<file path="config.mk">
export PLATFORM = sky130hd
export DESIGN_NAME = mux_nto1_rr
export DESIGN_NICKNAME = d
export VERILOG_FILES = /design/src/rtl/mux_nto1_rr.sv
export SDC_FILE = /design/constraint.sdc
export NUM_CORES = 1
export LEC_CHECK = 0
export ABC_AREA = 0
export BUFFER_PORTS_ARGS = -buffer_cell sky130_fd_sc_hd__buf_2
export CAP_MARGIN = 5
export CELL_PAD_IN_SITES_DETAIL_PLACEMENT = 0
export CELL_PAD_IN_SITES_GLOBAL_PLACEMENT = 1
export CORE_UTILIZATION = 32
export CTS_BUF_LIST = sky130_fd_sc_hd__clkbuf_8 sky130_fd_sc_hd__clkbuf_16
export DETAILED_ROUTE_END_ITERATION = 6
export GPL_TIMING_DRIVEN = 0
export PLACE_DENSITY_LB_ADDON = 0.1
export SYNTH_ARGS = -nofsm -noshare
export SYNTH_HDL_FRONTEND = slang
export SYNTH_SLANG_ARGS = --single-unit
export TNS_END_PERCENT = 20
</file>
<file path="constraint.sdc">
create_clock -name clk -period 3.2 [get_ports clk]
set_input_delay 0.64 -clock clk [delete_from_list [all_inputs] [get_ports clk]]
set_output_delay 0.64 -clock clk [all_outputs]
set_load 0.02 [all_outputs]
</file>
<file path="src/rtl/mux_nto1_rr.sv">
// Registered N-to-1 stream multiplexer with valid/ready handshakes.
// Channel choice is either a fixed select or round-robin over valid channels.
module mux_nto1_rr #(
  parameter int WIDTH = 8,
  parameter int N     = 4,
  parameter int SEL_W = 2
) (
  input  logic               clk,
  input  logic               rst_n,
  input  logic               mode,
  input  logic [SEL_W-1:0]   sel,
  input  logic [N*WIDTH-1:0] in_data,
  input  logic [N-1:0]       in_valid,
  output logic [N-1:0]       in_ready,
  output logic [WIDTH-1:0]   out_data,
  output logic [SEL_W-1:0]   out_chan,
  output logic               out_valid,
  input  logic               out_ready
);

  logic [SEL_W-1:0] ptr;
  logic [SEL_W-1:0] rr_grant;
  logic             rr_found;
  logic             fix_valid;
  logic [SEL_W-1:0] grant;
  logic             grant_valid;
  logic             ld;
  logic [WIDTH-1:0] grant_data;
  int               idx;
  logic [SEL_W-1:0] idx_sel;

  // Search upward from the channel after the last round-robin grant, wrapping.
  always_comb begin
    rr_grant = '0;
    rr_found = 1'b0;
    idx      = 0;
    idx_sel  = '0;
    for (int k = 1; k <= N; k++) begin
      idx     = (int'(ptr) + k) % N;
      idx_sel = SEL_W'(idx);
      if (!rr_found && in_valid[idx_sel]) begin
        rr_found = 1'b1;
        rr_grant = idx_sel;
      end
    end
  end

  always_comb begin
    fix_valid = 1'b0;
    if (int'(sel) < N) fix_valid = in_valid[sel];
  end

  assign grant       = mode ? rr_grant : sel;
  assign grant_valid = mode ? rr_found : fix_valid;
  assign ld          = rst_n && (!out_valid || out_ready) && grant_valid;

  always_comb begin
    in_ready   = '0;
    grant_data = '0;
    for (int i = 0; i < N; i++) begin
      in_ready[i] = ld && (grant == SEL_W'(i));
      if (grant == SEL_W'(i)) grant_data = in_data[i*WIDTH +: WIDTH];
    end
  end

  // Pointer starts at N-1 so channel 0 wins the first round-robin search.
  always_ff @(posedge clk) begin
    if (!rst_n) begin
      out_valid <= 1'b0;
      out_data  <= '0;
      out_chan  <= '0;
      ptr       <= SEL_W'(N - 1);
    end else if (ld) begin
      out_valid <= 1'b1;
      out_data  <= grant_data;
      out_chan  <= grant;
      if (mode) ptr <= grant;
    end else if (out_valid && out_ready) begin
      out_valid <= 1'b0;
    end
  end

endmodule
</file>
Word-level counts from Yosys, hierarchy flattened
Index checks and enable logic that the tools add are counted.

storage, ports and cells
  bits in registers = 13

cells by class
  reductions and logical operators = 18
  magnitude comparators = 5
  equality and inequality tests = 3
  muxes and demuxes = 26
  $add $sub $neg = 4

operator list
  kind                                                  count
  2-to-1 mux 8 bit                                      4
  < comparator 2 x 3 -> 1 bit (second input constant)   5
  2-to-1 mux 1 bit                                      12
  binary-select mux 1 bit (select 2 bit)                5
  logical AND 1 bit                                     10
  2-to-1 mux 2 bit                                      5
  adder 2 x 1 -> 2 bit (second input constant)          2
  adder 2 bit (second input constant)                   2
  equality test 2 bit (second input constant)           2
  zero test 1 bit                                       4
  equality test 2 x 1 -> 1 bit (second input constant)  1
  zero test 2 bit                                       1
  AND reduction 2 bit                                   1
  nonzero test 2 bit                                    1
  logical OR 1 bit                                      1

Longest topological paths before layout
Gate-level depths: netlist of run 1.

  word-level depth = 19
  mapped depth = 8
  mapped depth without buffers = 6

Worst setup path after synthesis of run 1
No wires, ideal clock.

  kind = input-to-output
  start point = input sel[1]
  end point = output in_ready[3]
  arrival time = 1.981 ns
  path buffers = 1
  data required time = 2.560 ns
  stages on the path = 6
  path slack = 0.579 ns
  cell sequence = mux4_1 -> mux2_4 -> nand3_2 -> or3_1 -> buf_4 -> nor2b_1

on the way
  longest elaborated chain between the ends = 5
  elaborated cells between the ends (all ways) = 7
  classes of those cells = 1 x eq/ne; 4 x mux; 2 x reduce/logical

RTL lines
  item                                    RTL line  RTL
  start: declaration                      11        input logic [SEL_W-1:0] sel,
  binary-select mux 1 bit (select 2 bit)  50        if (int'(sel) < N) fix_valid = in_valid[sel];
  2-to-1 mux 1 bit (implied by the code)  50
  2-to-1 mux 1 bit                        54        assign grant_valid = mode ? rr_found : fix_valid;
  logical AND 1 bit                       55        assign ld = rst_n && (!out_valid || out_ready) && grant_valid;
  logical AND 1 bit *                     61        in_ready[i] = ld && (grant == SEL_W'(i));
  end: declaration                        14        output logic [N-1:0] in_ready,

Every way passes the cells marked *; elsewhere a longest branch is shown, timed or not. The select of a mux whose other input is x is not followed.

Final worst setup path of run 1
  start point = input in_valid[1]
  end point = output in_ready[3]

on the way
  longest elaborated chain between the ends = 15
  elaborated cells between the ends (all ways) = 29
  classes of those cells = 1 x eq/ne; 20 x mux; 8 x reduce/logical

RTL lines
  item                                                             RTL line  RTL
  start: declaration                                               13        input logic [N-1:0] in_valid,
  binary-select mux 1 bit (select 2 bit)                           41        if (!rr_found && in_valid[idx_sel]) begin
  2-to-1 mux 1 bit (implied by the code)                           41
  2-to-1 mux 1 bit                                                 41
  zero test 1 bit                                                  41
  logical AND 1 bit                                                41
  2-to-1 mux 1 bit                                                 41
  zero test 1 bit                                                  41
  logical AND 1 bit                                                41
  2-to-1 mux 1 bit                                                 41
  zero test 1 bit                                                  41
  logical AND 1 bit                                                41
  2-to-1 mux 2 bit / 2-to-1 mux 1 bit (equally long branches)      41
  2-to-1 mux 2 bit / 2-to-1 mux 1 bit (equally long branches)      53, 54
  equality test 2 bit / logical AND 1 bit (equally long branches)  61, 55
  logical AND 1 bit *                                              61

Marked as above.

==> summary.txt, run 1 <==
Setup path
  • Kind of critical path: input port to output pin
  • R2R setup slack: 1370 ps
  • Slowest-stage cell, CP: or4_4
  • Worst R2R Path Depth: 8
  • Crit path max fanout: 10
  • Worst path arrival time: 2230 ps
  • CP Cell Sequence: buf_2, or4_4, mux2_4, nand3_2, or3_1, buf_4, nor2b_1, buf_2
  • R2r startpoint: ptr[1]
  • Critical path endpoint category: output pin
  • Worst R2R End: out_data[5]
  • Critical Path RT: 2560 ps
  • CP startpoint kind: input port
  • CP peak stage delay: 540 ps
  • Crit path top cell by count: buf_2
  • Critical Path Source: in_valid[1]

Synthesis
  • XOR/XNOR Fraction of Synth Area: 0%
  • Post-synth EDFFs: 0
  • Ys async rst share: 0%
  • Largest family of logic cells by synthesized area: compound AO/OA/AOI/OAI gates
  • Synth Instances: 96
  • Most numerous cell in the Yosys netlist: mux2i_1
  • Post-synthesis cell area: 933.4 sq um
  • Seq/Total Area, Yosys: 27.88%
  • Synth cell count leaders: mux2i_1, dfxtp_1, a2bb2oi_2, o221ai_1
  • Adder-Cell Fraction of Synth Area: 0%
  • Synth Area in Simple Gates: 17.69%
  • Cell variety after synth: 34
  • Main synth FF type: dfxtp_1
  • Yosys warns: 0
  • Number of synthesized register bits: 13
  • Syn Area/Cell: 9.723 sq um
  • Compound-cell area share of the yosys netlist: 25.74%
  • Share of the synthesized area in the top cell type: 27.88%
  • Post-synth net total: 138
  • Synth top area cells: dfxtp_1, mux2i_1, a2bb2oi_2
  • Post-synthesis mux area share: 23.73%
  • Yosys top cell by area: dfxtp_1

Timing
  • Final setup vio count: 0
  • Setup_tns: 0 ps
  • Post-layout min period: 2865 ps
  • Hold Vio Cnt, Final: 0
  • Fin. max-slew vios: 0
  • Slew @ Worst Pin: 364.7 ps
  • Worst Slack Setup Final: 334.6 ps
  • Clock skew: 1.908 ps
  • Max frequency: 349.0 MHz
  • RSZ-0062 raised after global routing: no
  • Final Cycle Share: 89.54%
  • Worst slew margin: 75.60%

Clock tree
  • Clock transition at the registers of the reported paths: 60 ps
  • CTS tree: yes
  • Clock Path Buffers: 2
  • Number of buffers created by CTS: 3
  • Htree depth: 1
  • Worst skew pair latency: 240 ps
  • Postcts setup bufs: 0
  • Hold Buf Count CTS: 0
  • Post-CTS Resized: 0
  • Clk sink count: 13
  • CTS root buffer: clkbuf_8

Die
  • Die area: 3137 sq um
  • Vert. Die Dim: 56.01 um
  • Initial Util: 33.85%
  • Row count: 19
  • Top-level I/O count: 57
  • Die width: 56.01 um
  • Core box area: 2758 sq um

Layout
  • Layout Nets: 198
  • Post-route design area: 1292 sq um
  • Final core utilization: 46.87%
  • Multi-input logic area: 626.9 sq um
  • FF/Latch Area: 260.3 sq um
  • Layout cell share with drive strength beyond 1: 49.03%
  • Fill cells: 288
  • Layout area overhead: 38.47%
  • Antenna diodes: 0

Routing
  • WL met2: 1118 um
  • Avg WL per Cell: 11.94 um
  • Vias per inst: 5.129
  • Routed wire length: 2220 um
  • Via count: 954
  • M1 WL: 971 um
  • Pre-antenna DRT Iters: 4
  • Antenna-violating nets left: 0
  • DR DRC count: 0
  • DR WL met3: 121 um
  • Uppermost routed layer: met4
  • DR iter-0 viols: 20

Hold path
  • Min-delay src: out_chan[0]
  • Number of cells on the worst hold path: 2
  • Hold WC Path Type: flop to flop
  • Hold Path End: out_chan[0]

GRT
  • Largest net degree at the start of global routing: 11
  • Overall routing resource usage: 14.44%
  • Global-route wire length before repair: 3650 um
  • Grt ovf: 0
  • Initial antenna violation count: 0
  • Vias in the first global route: 858

Run
  • Max cap viols: 0

Power
  • Peak supply drop: 0.3851 mV
  • Pwr dens: 419.4 nW/um^2
  • Power Total: 0.5420 mW
  • Leak pwr: 0.6541 nW

Place
  • Gp weighted congestion: 0.7011
  • Post-DP Area: 1247 sq um
  • HPWL Detailed: 1758 um
  • Place WS: 312.5 ps
  • # port buffers: 55

Status
  • Outcome: finished, final reports clean
[metrics by stage]
step | std cells | hold WS [ps]
final | 186 | 452.0
after global routing | 186 | 477.8
after CTS | 186 | 456.2
after detailed placement | 182 | 448.2
after global placement | 182 | 439.2
after floorplan | 96 | 516.1
[power by group]
group	leakage (nW)	internal (mW)	switching [mW]	total (mW)
combinational	0.519	0.0948	0.105	0.200
clock	0.0269	0.0847	0.0600	0.145
sequential	0.108	0.184	0.0128	0.197
total	0.654	0.364	0.178	0.542
[sequential cells by signal, indices dropped and copies added, names as in the netlist]
signal	flops
ptr	2
out_chan	2
out_valid	1
out_data	8
[kinds of logic (layout without fill, tap and decap cells)]
group,after synthesis,in the layout
AOI/OAI and AO/OA,27,27
and+or+nand+nor,27,27
muxes,20,20
DFF,13,13
buffers and inverters,9,68
[layout by cell type (no fill, tap or decap), drive strengths merged, types with 2 or more instances in the layout]
| master | Yosys | routed |
|---|---|---|
| inv | 3 | 4 |
| nand2b | 3 | 3 |
| nand2 | 4 | 4 |
| o21ai | 9 | 9 |
| o221ai | 5 | 5 |
| and3b | 2 | 2 |
| nor2b | 4 | 4 |
| buf | 5 | 60 |
| dfxtp | 13 | 13 |
| mux2i | 18 | 18 |
| a2bb2oi | 5 | 5 |
| clkbuf | 1 | 4 |
| nand3 | 4 | 4 |
| nor2 | 4 | 4 |
| a21boi | 3 | 3 |
[layer usage]
metal | track usage (%) | vias to the layer above
met3 | 4.186 | 2
met1 | 18.07 | 439
met5 | 0 | -
li1 | - | 484
met2 | 25.00 | 29
met4 | 2.091 | 0
[worst max-delay path: cells and delay by family]
family / cells / cell delay, ps
AND/OR/NAND/NOR: 4 / 830
buffers and inverters: 3 / 460
multiplexers: 1 / 280
[worst max path at each step]
stage	to	depth (start not counted)	slack (ps)
floorplan	in_ready[3]	6	580
global placement	in_ready[3]	8	320
detailed placement	in_ready[3]	8	310
CTS	in_ready[3]	8	310
global route	in_ready[3]	8	250
finish	in_ready[3]	8	330
[final cells by class]
cell class / instances / area share, %
Tap cell: 31 / 3.001
Timing Repair Buffer: 55 / 21.30
Multi-Input combinational cell: 74 / 48.50
Sequential cell: 13 / 20.14
Inverter: 3 / 0.8712
Buffer: 6 / 2.711
Clock inverter: 1 / 0.2904
Clock buffer: 3 / 3.195
No activity file was read; power rests on OpenSTA's default activity.
==> run 2, diff against run 1 <==
--- a/config.mk
+++ b/config.mk
@@ -10,7 +10,7 @@
 export CAP_MARGIN = 5
 export CELL_PAD_IN_SITES_DETAIL_PLACEMENT = 0
 export CELL_PAD_IN_SITES_GLOBAL_PLACEMENT = 1
-export CORE_UTILIZATION = 32
+export CORE_UTILIZATION = 30
 export CTS_BUF_LIST = sky130_fd_sc_hd__clkbuf_8 sky130_fd_sc_hd__clkbuf_16
 export DETAILED_ROUTE_END_ITERATION = 6
 export GPL_TIMING_DRIVEN = 0
==> constraint.sdc (replaced) <==
create_clock -name clk -period 3.11 [get_ports clk]
set_input_delay 0.622 -clock clk [delete_from_list [all_inputs] [get_ports clk]]
set_output_delay 0.622 -clock clk [all_outputs]
set_load 0.02 [all_outputs]
==> summary.txt, run 2 (synthesized netlist as in run 1, its figures left out) <==
Status
  • Outcome: finished, violations left
  • Failing checks: design-rule violations

Setup path
  • Critical Path Source: in_valid[1]
  • Critical path endpoint category: output pin
  • R2r startpoint: ptr[1]
  • Critical Path RT: 2490 ps (-70 ps)
  • Kind of critical path: input port to output pin
  • Worst R2R Path Depth: 8 (unchanged)
  • R2R setup slack: 1290 ps (-80 ps)
  • CP startpoint kind: input port
  • Critical path endpoint: in_ready[3]
  • Crit path max fanout: 10 (unchanged)
  • Worst R2R End: out_data[5]
  • Worst path arrival time: 2230 ps (about the same)

Clock tree
  • Clk sink count: 13 (unchanged)
  • CTS tree: yes
  • Clock Path Buffers: 2 (unchanged)
  • Clock transition at the registers of the reported paths: 60 ps (about the same)
  • Post-CTS Resized: 0 (unchanged)
  • Number of buffers created by CTS: 3 (unchanged)
  • Worst skew pair latency: 240 ps (about the same)
  • Postcts setup bufs: 0 (unchanged)
  • Hold Buf Count CTS: 0 (unchanged)
  • Htree depth: 1 (unchanged)
  • CTS root buffer: clkbuf_8

Layout
  • Post-route design area: 1292 sq um (unchanged)
  • Commonest non-fill, non-tap cell in the layout: buf_2
  • Antenna diodes: 0 (unchanged)
  • Most frequent cells in the layout: buf_2, mux2i_1, dfxtp_1
  • Layout Nets: 198 (unchanged)
  • Layout cell share with drive strength beyond 1: 49.03% (unchanged)
  • Largest regs: out_data: 8 flops, out_chan: 2 flops, ptr: 2 flops
  • Max reg flops: 8 (unchanged)
  • Fill cells: 292 (+1.4%)
  • Layout area overhead: 38.47% (unchanged)
  • Largest Register: out_data

Routing
  • DR iter-0 viols: 23 (+15%)
  • Routed wire length: 2369 um (+6.7%)
  • Antenna-violating nets left: 0 (unchanged)
  • Avg WL per Cell: 12.74 um (+6.7%)
  • Pre-antenna DRT Iters: 6 (+2)
  • DR DRC count: 3 (+3)
  • Via count: 942 (-1.3%)
  • Vias per inst: 5.065 (-1.3%)

Die
  • Die width: 57.78 um (+3.2%)
  • Core box area: 2853 sq um (+3.4%)
  • Vert. Die Dim: 57.78 um (+3.2%)
  • Die area: 3339 sq um (+6.4%)
  • Initial Util: 32.72% (-1.1 points)
  • Top-level I/O count: 57 (unchanged)
  • Row count: 19 (unchanged)

Timing
  • Worst slew margin: 74.59% (-1.0 points)
  • Post-layout min period: 2852 ps
  • Hold Vio Cnt, Final: 0 (unchanged)
  • Fin. max-slew vios: 0 (unchanged)
  • Setup_tns: 0 ps (unchanged)
  • Max frequency: 350.6 MHz
  • Final setup vio count: 0 (unchanged)
  • Final Cycle Share: 91.72%
  • Slew @ Worst Pin: 379.7 ps (+15.05 ps)
  • Clock skew: 3.683 ps (+1.775 ps)
  • RSZ-0062 raised after global routing: no

Run
  • Max cap viols: 0 (unchanged)

GRT
  • Grt ovf: 0 (unchanged)
  • Initial antenna violation count: 0 (unchanged)
  • Largest net degree at the start of global routing: 11 (unchanged)
  • Global-route wire length before repair: 3808 um (+4.3%)
  • Vias in the first global route: 843 (-1.7%)
  • Overall routing resource usage: 14.72% (+0.28 points)

Power
  • Leak pwr: 0.6541 nW (unchanged)
  • Pwr dens: 434.1 nW/um^2 (+3.5%)
  • Peak supply drop: 0.2434 mV (-37%)

Hold path
  • Min-delay src: out_chan[0]
  • Hold WC Path Type: flop to flop

Place
  • HPWL Detailed: 1808 um (+2.9%)
  • Post-DP Area: 1247 sq um (unchanged)
  • Gp weighted congestion: 0.7326 (+4.5%)
  • # port buffers: 55 (unchanged)
==> run 2: cell counts in the layout (fill, tap and decap cells not counted) <==
Identical to the previous run, type by type.
==> run 2: worst min path at each step <==
stage / end / slack [ps] / cells after the start
after floorplan: ptr[0] / 520 / 2
after global placement: out_data[2] / 440 / 2
after detailed placement: out_data[2] / 450 / 2
after CTS: out_data[2] / 460 / 2
after global routing: out_data[2] / 500 / 2
final: out_chan[0] / 460 / 2
==> run 2: critical path, cell delays in order <==
cell,delay (ps)
buf_2,140
or4_4,540
mux2_4,280
nand3_2,140
or3_1,120
buf_4,180
nor2b_1,60
buf_2,150
==> run 2: final cells by class <==
cell class              count  area, sq um  area share [%]
multi-input cells          74        626.9           48.50
well taps                  31        38.79           3.001
clock inverters             1        3.754          0.2904
flip-flops and latches     13        260.3           20.14
inverters                   3        11.26          0.8712
clock buffers               3        41.29           3.195
repair buffers             55        275.3           21.30
plain buffers               6        35.03           2.711
==> run 2: routing by layer <==
metal / vias up / part of all wire [%] / track usage (%)
li1: 485 / - / -
met1: 425 / 46 / 20.11
met2: 32 / 47 / 23.59
met3: 0 / 6.3 / 4.464
met4: 0 / 0 / 2.041
met5: - / 0 / 0
==> run 2: power by group <==
group | total, mW | switching (mW) | internal [mW]
combinational | 0.207 | 0.110 | 0.0975
sequential | 0.203 | 0.0130 | 0.190
clock | 0.151 | 0.0642 | 0.0872
total | 0.561 | 0.187 | 0.374
==> run 2: per-stage QoR <==
step	power [mW]	hold WS [ps]	util, %	std cells	worst slack [ps]
6_report	0.5611	455.4	45.31	186	257.6
4_1_cts	0.5699	461.3	45.31	186	246.8
3_3_place_gp	0.4120	440.2	43.73	182	254.7
5_1_grt	0.5963	502.0	45.31	186	167.6
2_1_floorplan	0.3446	516.1	-	96	524.8
3_5_place_dp	0.4152	447.0	43.73	182	252.9
